$ cat config.mk
export PLATFORM = sky130hd
export DESIGN_NAME = fxp32s_conv_arbiter
export DESIGN_NICKNAME = d
export VERILOG_FILES = /design/src/rtl/fxp32s_conv_arbiter.sv
export SDC_FILE = /design/constraint.sdc
export NUM_CORES = 1
export LEC_CHECK = 0
export ABC_AREA = 1
export CAP_MARGIN = 30
export CELL_PAD_IN_SITES_DETAIL_PLACEMENT = 0
export CELL_PAD_IN_SITES_GLOBAL_PLACEMENT = 1
export CORE_MARGIN = 2
export CORE_UTILIZATION = 32
export DETAILED_ROUTE_END_ITERATION = 8
export GPL_ROUTABILITY_DRIVEN = 0
export GPL_TIMING_DRIVEN = 0
export PLACE_DENSITY = 0.86
export SYNTH_ARGS = -nofsm -noshare
export SYNTH_HDL_FRONTEND = slang
export SYNTH_SLANG_ARGS = --single-unit
$ cat constraint.sdc
create_clock -name clk -period 2.5 [get_ports clk]
set_clock_uncertainty 0.05 [all_clocks]
set_input_delay 0.25 -clock clk [delete_from_list [all_inputs] [get_ports clk]]
set_output_delay 0.25 -clock clk [all_outputs]
set_load 0.005 [all_outputs]
$ cat src/rtl/fxp32s_conv_arbiter.sv
// Round-robin arbiter feeding one shared fxp32 -> fxp32s converter.
// Two-entry pipeline: operand register (A) then output register (B).
module fxp32s_conv_arbiter #(
    parameter int NREQ = 4,
    parameter int IDW  = $clog2(NREQ)
) (
    input  logic               clk,
    input  logic               rst_n,
    input  logic [NREQ-1:0]    req_valid,
    input  logic [NREQ*32-1:0] req_data,
    output logic [NREQ-1:0]    req_ready,
    output logic               out_valid,
    input  logic               out_ready,
    output logic [31:0]        out_data,
    output logic [IDW-1:0]     out_id,
    output logic               out_sat,
    input  logic               clr_cnt,
    output logic [15:0]        sat_cnt
);

    logic            va_q;
    logic [31:0]     da_q;
    logic [IDW-1:0]  ia_q;
    logic [IDW-1:0]  ptr_q;
    logic            ov_q;
    logic [31:0]     od_q;
    logic [IDW-1:0]  oi_q;
    logic            os_q;
    logic [15:0]     cnt_q;
    logic [15:0]     cnt_d;

    logic            adv_a;
    logic            adv_b;
    logic            gnt_vld;
    logic [IDW-1:0]  gnt_idx;
    logic            acc;
    logic [30:0]     neg;
    logic [31:0]     conv;
    logic            conv_sat;

    function automatic logic [IDW-1:0] wrap(input int v);
        if (v >= NREQ) begin
            return IDW'(v - NREQ);
        end
        return IDW'(v);
    endfunction

    assign adv_b = !ov_q || out_ready;
    assign adv_a = !va_q || adv_b;
    assign acc   = gnt_vld && adv_a && rst_n;

    // Cyclic search for the first valid requester starting at ptr.
    always_comb begin
        gnt_vld = 1'b0;
        gnt_idx = '0;
        for (int k = 0; k < NREQ; k++) begin
            if (!gnt_vld && req_valid[wrap(int'(ptr_q) + k)]) begin
                gnt_vld = 1'b1;
                gnt_idx = wrap(int'(ptr_q) + k);
            end
        end
    end

    // Only the granted requester sees ready, and only when A can take it.
    always_comb begin
        req_ready = '0;
        if (acc) begin
            req_ready[gnt_idx] = 1'b1;
        end
    end

    assign neg = ~da_q[30:0] + 31'd1;

    // Two's complement to sign-magnitude; -2^31 has no positive twin.
    always_comb begin
        conv     = da_q;
        conv_sat = 1'b0;
        if (da_q[31]) begin
            if (da_q[30:0] == 31'd0) begin
                conv     = 32'hFFFF_FFFF;
                conv_sat = 1'b1;
            end else begin
                conv = {1'b1, neg};
            end
        end
    end

    // Operand stage: load on accept, empty when it drains with no accept.
    always_ff @(posedge clk or negedge rst_n) begin
        if (!rst_n) begin
            va_q  <= 1'b0;
            da_q  <= '0;
            ia_q  <= '0;
            ptr_q <= '0;
        end else if (adv_a) begin
            va_q <= acc;
            if (acc) begin
                da_q  <= req_data[32*gnt_idx +: 32];
                ia_q  <= gnt_idx;
                ptr_q <= wrap(int'(gnt_idx) + 1);
            end
        end
    end

    // Output stage: captures the converted operand whenever it may advance.
    always_ff @(posedge clk or negedge rst_n) begin
        if (!rst_n) begin
            ov_q <= 1'b0;
            od_q <= '0;
            oi_q <= '0;
            os_q <= 1'b0;
        end else if (adv_b) begin
            ov_q <= va_q;
            od_q <= conv;
            oi_q <= ia_q;
            os_q <= conv_sat;
        end
    end

    // Saturating count of delivered saturated results; clear wins.
    always_comb begin
        cnt_d = cnt_q;
        if (clr_cnt) begin
            cnt_d = '0;
        end else if (ov_q && out_ready && os_q && cnt_q != 16'hFFFF) begin
            cnt_d = cnt_q + 16'd1;
        end
    end

    // Counter register.
    always_ff @(posedge clk or negedge rst_n) begin
        if (!rst_n) begin
            cnt_q <= '0;
        end else begin
            cnt_q <= cnt_d;
        end
    end

    assign out_valid = ov_q;
    assign out_data  = od_q;
    assign out_id    = oi_q;
    assign out_sat   = os_q;
    assign sat_cnt   = cnt_q;

endmodule

==> results.tsv <==
stage	metric	value	unit
place	io_buffers	191	
synthesis	yosysWarnings	0	
clock_network	clk_path_buf_depth	2	
detailed_routing	via_count	6839	
clock_network	clkLatencyLatePin	0.34	ns
worst_setup_path	critPathMaxFanout	6	
worst_setup_path	r2r_slack	0.15	ns
hold_path	hold_path.class	in2async	
worst_setup_path	max_stage_delay	0.39	ns
final_layout	area_delta_synth_final	45.9	%
sta	clock.fmax	416	MHz
detailed_routing	met2WireLength	9970	um
synthesis	synth_simple_gate_area_share	44.1	%
sta	finalHoldViolCount	0	
floorplan	start_util	32.8	%
detailed_routing	vias_per_cell	4.83	
worst_setup_path	critPathMostFrequentCell	nand2_2	
clock_network	cts-root-buf	clkbuf_16	
global_route	antenna_found_initial	0	
synthesis	ys_seq_elements	89	
sta	finalCritPeriodShare	96.1	%
worst_setup_path	endpoint_kind	primary output	
synthesis	muxShareOfSynthArea	0	%
detailed_routing	route.detailed.drc	0	
clock_network	clk_pin_slew	0.07	ns
final_layout	nFillCells	1932	
floorplan	coreArea	18800	um2
detailed_routing	firstDrtPassIters	5	
clock_network	cts_tree	yes	
clock_network	cts-htree-levels	3	
detailed_routing	top_layer	met4	
synthesis	synthCells	959	
detailed_routing	drt_iter0_drc	212	
worst_setup_path	crit_family	simple AND/OR/NAND/NOR gates	
detailed_routing	totalWireLength	21000	um
global_route	grtUsageTotal	20.7	%
synthesis	synth_top_family_by_area	simple AND/OR/NAND/NOR gates	
global_route	grt_pass1_vias	6686	
worst_setup_path	start_kind	flop	
worst_setup_path	rr_endpoint	da_q[22]$_DFFE_PN0P_	
sta	slew_violations	0	
power	total_power	12.2	mW
worst_setup_path	cp.arrival	2.10	ns
power	power.leakage	4.40	nW
final_layout	nets	1315	
power	power_density	1350	nW/um2
detailed_routing	met1_length	9290	um
sta	slew_headroom	61.4	%
sta	finalSetupViolations	0	
floorplan	dieHeight	143	um
worst_setup_path	rr_startpoint	ptr_q[0]$_DFFE_PN0P_	
final_layout	drive_above_1_share	10.7	%
detailed_routing	ant_nets	0	
run_status	outcome	finished clean	
synthesis	synth_xor_area_share	3.13	%
synthesis	synthAdderAreaFrac	0.407	%
place	dp_hpwl	17000	um
synthesis	avgSynthCellArea	6.42	um2
sta	worst_pin_slew	0.580	ns
worst_setup_path	required	2.20	ns
worst_setup_path	worst-path-buf-inv	6	
synthesis	ys_seq_area_share	36.2	%
final_layout	num_antenna_cells	0	
synthesis	synth_cell_types	35	
sta	fin_crit	2.40	ns
synthesis	synthesis.nets	1097	
clock_network	cts_sinks	89	
final_layout	layout_common_cells	nand2_1 (429), clkdlybuf4s50_1 (186), dfrtp_1 (88)	
floorplan	core.rowCount	50	
power	vdd_drop_max	0.625	mV
worst_setup_path	reg2reg_depth	19	
floorplan	die_area	20400	um2
job	cap_violations	0	
synthesis	synth_area	6160	um2
final_layout	final_common_cell	nand2_1	
floorplan	io_pins	192	
floorplan	die-width	143	um
global_route	grt_pass1_wl	33700	um
clock_network	cts_buffers	9	
synthesis	synth_compound_area_share	7.70	%
detailed_routing	route.met3.wl	1340	um
worst_setup_path	worst-setup-path-type	reg2out	
global_route	grt_max_degree	54	
worst_setup_path	slowest_stage	dfrtp_1	
sta	hold_ws	0.381	ns
worst_setup_path	cp_cell_sequence	buf_6, inv_8, nand2_2, nand2_2, nand2_2, nand2_2, nor2_4, nand4_1, nand3_4, buf_6, buf_6, nor2_2, nand2_1, inv_1, buf_2	
detailed_routing	post_drt_wl_per_cell	14.8	um
global_route	grt_overflow	0	
[layout make-up]
type	count	area [um2]	share of cell area, %
inverters	60	235	2.62
clock inverters	6	51.3	0.571
plain buffers	53	302	3.36
flip-flops and latches	89	2230	24.8
multi-input cells	755	3560	39.6
repair inverters	1	6.26	0.0697
clock buffers	10	239	2.66
well taps	234	293	3.26
repair buffers	208	2070	23.0
[worst register-to-register path: stages (launching register included)]
cell	delay, ns
dfrtp_1	0.41
buf_6	0.16
inv_8	0.09
nand2_2	0.07
nand2_4	0.10
nand2_1	0.05
nand2_1	0.08
nand2_2	0.06
nand2_1	0.05
nand2_1	0.09
nand3_4	0.13
buf_4	0.19
buf_6	0.17
buf_6	0.16
nand2_1	0.07
nand2_1	0.08
nand2_1	0.06
nand2_1	0.11
nand2_1	0.07
nand2_1	0.05
[stage by stage]
step / cell area, um2 / setup TNS [ns] / utilization (%) / worst slack, ns / std cells
finish: 8980 / 0 / 47.8 / 0.0983 / 1416
global route: 8980 / -0.258 / 47.8 / -0.0390 / 1416
CTS: 8850 / 0 / 47.1 / 0.00762 / 1413
detailed placement: 8390 / -1.16 / 44.7 / -0.349 / 1385
global placement: 8360 / -315.73 / 44.5 / -3.51 / 1384
floorplan: 6160 / 0 / - / 0.521 / 959
[kinds of logic after synthesis]
logic type                 count (synthesis)
and+or+nand+nor                          646
DFF                                       89
xor gates and xnor gates                  22
AOI/OAI and AO/OA                         85
buffers and inverters                    115
adders and majority gates                  2
[sequential cells by signal, indices dropped and copies added (netlist names)]
| signal | count |
|---|---|
| out_data | 32 |
| da_q | 32 |
| sat_cnt | 16 |
| ptr_q | 2 |
| out_valid | 1 |
| ia_q | 2 |
| out_id | 2 |
| out_sat | 1 |
| va_q | 1 |
[power by group]
part | switching (mW) | internal [mW] | total (mW)
registers | 0.502 | 2.05 | 2.55
logic | 4.96 | 3.34 | 8.30
clock network | 0.585 | 0.715 | 1.30
[per-layer routing]
layer  GRT usage, %  vias to the layer above
li1               -                     3529
met1           26.5                     3072
met2           35.5                      213
met3           4.33                       25
met4           5.37                        0
met5              0                        -
[synthesized netlist by cell type]
| library cell | instances | area [um2] |
|---|---|---|
| inv_2 | 7 | 26.3 |
| nand3b_1 | 1 | 7.51 |
| inv_1 | 51 | 191 |
| o22a_1 | 6 | 52.6 |
| a21oi_1 | 19 | 95.1 |
| buf_1 | 1 | 3.75 |
| nor4_1 | 1 | 6.26 |
| xnor2_1 | 6 | 52.6 |
| nor3_1 | 10 | 50.1 |
| nand2_2 | 3 | 18.8 |
| o22ai_1 | 1 | 6.26 |
| buf_2 | 36 | 180 |
| nand4_1 | 72 | 450 |
| dfrtp_1 | 89 | 2230 |
| ha_1 | 2 | 25.0 |
| nand3_2 | 4 | 40.0 |
| o21ai_0 | 46 | 230 |
| inv_4 | 1 | 6.26 |
| a31oi_1 | 4 | 25.0 |
| o21a_1 | 2 | 15.0 |
| o21ai_1 | 1 | 5.00 |
| nand2_1 | 447 | 1680 |
| buf_6 | 5 | 56.3 |
| o31ai_1 | 3 | 22.5 |
| clkinv_1 | 1 | 3.75 |
| clkbuf_1 | 12 | 45.0 |
| nor2_1 | 73 | 274 |
| xor2_1 | 16 | 140 |
| nor3_2 | 2 | 20.0 |
| nor2_2 | 1 | 6.26 |
| buf_4 | 1 | 7.51 |
| or2_2 | 4 | 25.0 |
| nand3_1 | 28 | 140 |
| o211ai_1 | 2 | 15.0 |
| o21bai_1 | 1 | 7.51 |
[how the worst max path moves through the flow]
stage / cells after the start / startpoint / endpoint / slack [ns]
finish: 15 / ptr_q[0]$_DFFE_PN0P_ / req_ready[1] / 0.1
global route: 17 / ptr_q[0]$_DFFE_PN0P_ / da_q[22]$_DFFE_PN0P_ / -0.04
CTS: 13 / ptr_q[0]$_DFFE_PN0P_ / req_ready[3] / 0.008
detailed placement: 12 / req_valid[3] / req_ready[3] / -0.35
global placement: 7 / rst_n / req_ready[3] / -3.51
floorplan: 11 / sat_cnt[0]$_DFFE_PN0P_ / sat_cnt[3]$_DFFE_PN0P_ / 0.52
[repair_timing]
| action | 4_1_cts | 5_1_grt |
|---|---|---|
| buffers inserted | 10 | 3 |
| gates resized for setup | 29 | 39 |
| hold buffers | 2 | 0 |
| cloned | 2 | 0 |
| endpoints found under the setup margin | 4 | 50 |
| endpoints found under the hold margin | 37 | 0 |
| pin swaps | 7 | 12 |
Power figures use the tool's default switching activity.
==> variant, RTL diff (same flow settings) <==
The parameter `NREQ` goes from 4 to 8.
--- a/src/rtl/fxp32s_conv_arbiter.sv
+++ b/src/rtl/fxp32s_conv_arbiter.sv
@@ -1,7 +1,7 @@
 // Round-robin arbiter feeding one shared fxp32 -> fxp32s converter.
 // Two-entry pipeline: operand register (A) then output register (B).
 module fxp32s_conv_arbiter #(
-    parameter int NREQ = 4,
+    parameter int NREQ = 8,
     parameter int IDW  = $clog2(NREQ)
 ) (
     input  logic               clk,
Interface: changed (resized out_id, req_data, req_ready and req_valid); port bits go from 192 to 329. No check against the original RTL was run, so the function may have changed too.
==> variant against the unedited design <==
The run now ends with negative setup slack left. Sequential cell count increased by 3. Synthesized area increased by 34%. Largest cell class unchanged. Wire length increased by 83%. Cell area up 61%. Count of clock-buffer cells in the layout is 1 lower. Highest routed layer unchanged. Synthesized cell count grew 42%. Setup slack got worse by 880 ps. Worst hold slack got worse by 140 ps.
Power is not shown: default switching activity piles up to over one toggle a cycle in this logic, so the estimate is an artifact.
==> variant: results (changes against the unedited design) <==
hold buffers post-CTS 1 (was 2); layout cells sized above 1 20.1% (was 10.7%); Final Setup Violations 46 (was 0); sequential-to-total area share from yosys stat 27.8% (was 36.2%); post_cts resized 223 (was 29); Crit Path Max Fanout 7 (was 6); # Post-CTS Setup Buffers 66 (was 10); R2R Setup Slk -680 ps (was 150 ps); global-route wire length before repair 56.6 mm (was 33.7 mm); failing checks negative setup slack; Synth area leaders dfrtp_1, nand2_1, nand3_1 (was dfrtp_1, nand2_1, nand4_1); detailed-route vias per instance 5.00 (was 4.83); worst hold path type in2reg (was in2async); post-synthesis xor/xnor area fraction 2.81% (was 3.13%); met1 WL 15.4 mm (was 9.29 mm); Compound-Gate Fraction of Synth Area 6.90% (was 7.70%); Rel. slew slack 63.4% (was 61.4%); GR Util All Layers 27.6% (was 20.7%); DR WL/cell 17.9 um (was 14.8 um); # port buffers 327 (was 191); WL met3 2.63 mm (was 1.34 mm); worst hold margin 244 ps (was 381 ps); hpwl dp 29.3 mm (was 17.0 mm); status finished with violations (was complete, no violations); adder-cell share of the synthesized area 0.605% (was 0.407%); initial antenna violation count 1 (was 0); vias in the first global route 10,100 (was 6,686); Mapped Avg Cell Area 6.05 um^2 (was 6.42 um^2); placed cell area 0.0121 mm^2 (was 0.00839 mm^2); M2 GR Usage 47.4% (was 35.5%); largest net degree at the start of global routing 58 (was 54); Syn Nets 1,638 (was 1,097); synth cell count leaders nand2_1, nand3_1, inv_1, dfrtp_1, nor2_1 (was nand2_1, dfrtp_1, nor2_1, nand4_1, inv_1); wire length on met2 19.0 mm (was 9.97 mm); M3 GR Usage 4.12% (was 4.33%); Setup TNS -27,840 ps (was 0 ps); Final Worst Setup Slack -784 ps (was 98.3 ps)
-- variant: worst paths after layout --
kind,from,end,cells past startpoint
max,ptr_q[0]$_DFFE_PN0P_,req_ready[1],19
min,clr_cnt,sat_cnt[9]$_DFFE_PN0P_,2
max reg2reg,ptr_q[0]$_DFFE_PN0P_,da_q[10]$_DFFE_PN0P_,23
min reg2reg,va_q$_DFFE_PN0P_,out_valid$_DFFE_PN0P_,2
max in group asynchronous,rst_n,da_q[0]$_DFFE_PN0P_,3
min in group asynchronous,rst_n,sat_cnt[8]$_DFFE_PN0P_,2
-- variant: cell type report --
cell class                      instances  area, um^2
Sequential cell                        92        2300
Multi-Input combinational cell       1033        5580
Tap cell                              330         413
Clock buffer                            9         225
Inverter                              161         624
Clock inverter                          7        82.6
Buffer                                 79         771
Fill cell                            2435       10800
Timing Repair Buffer                  424        4470
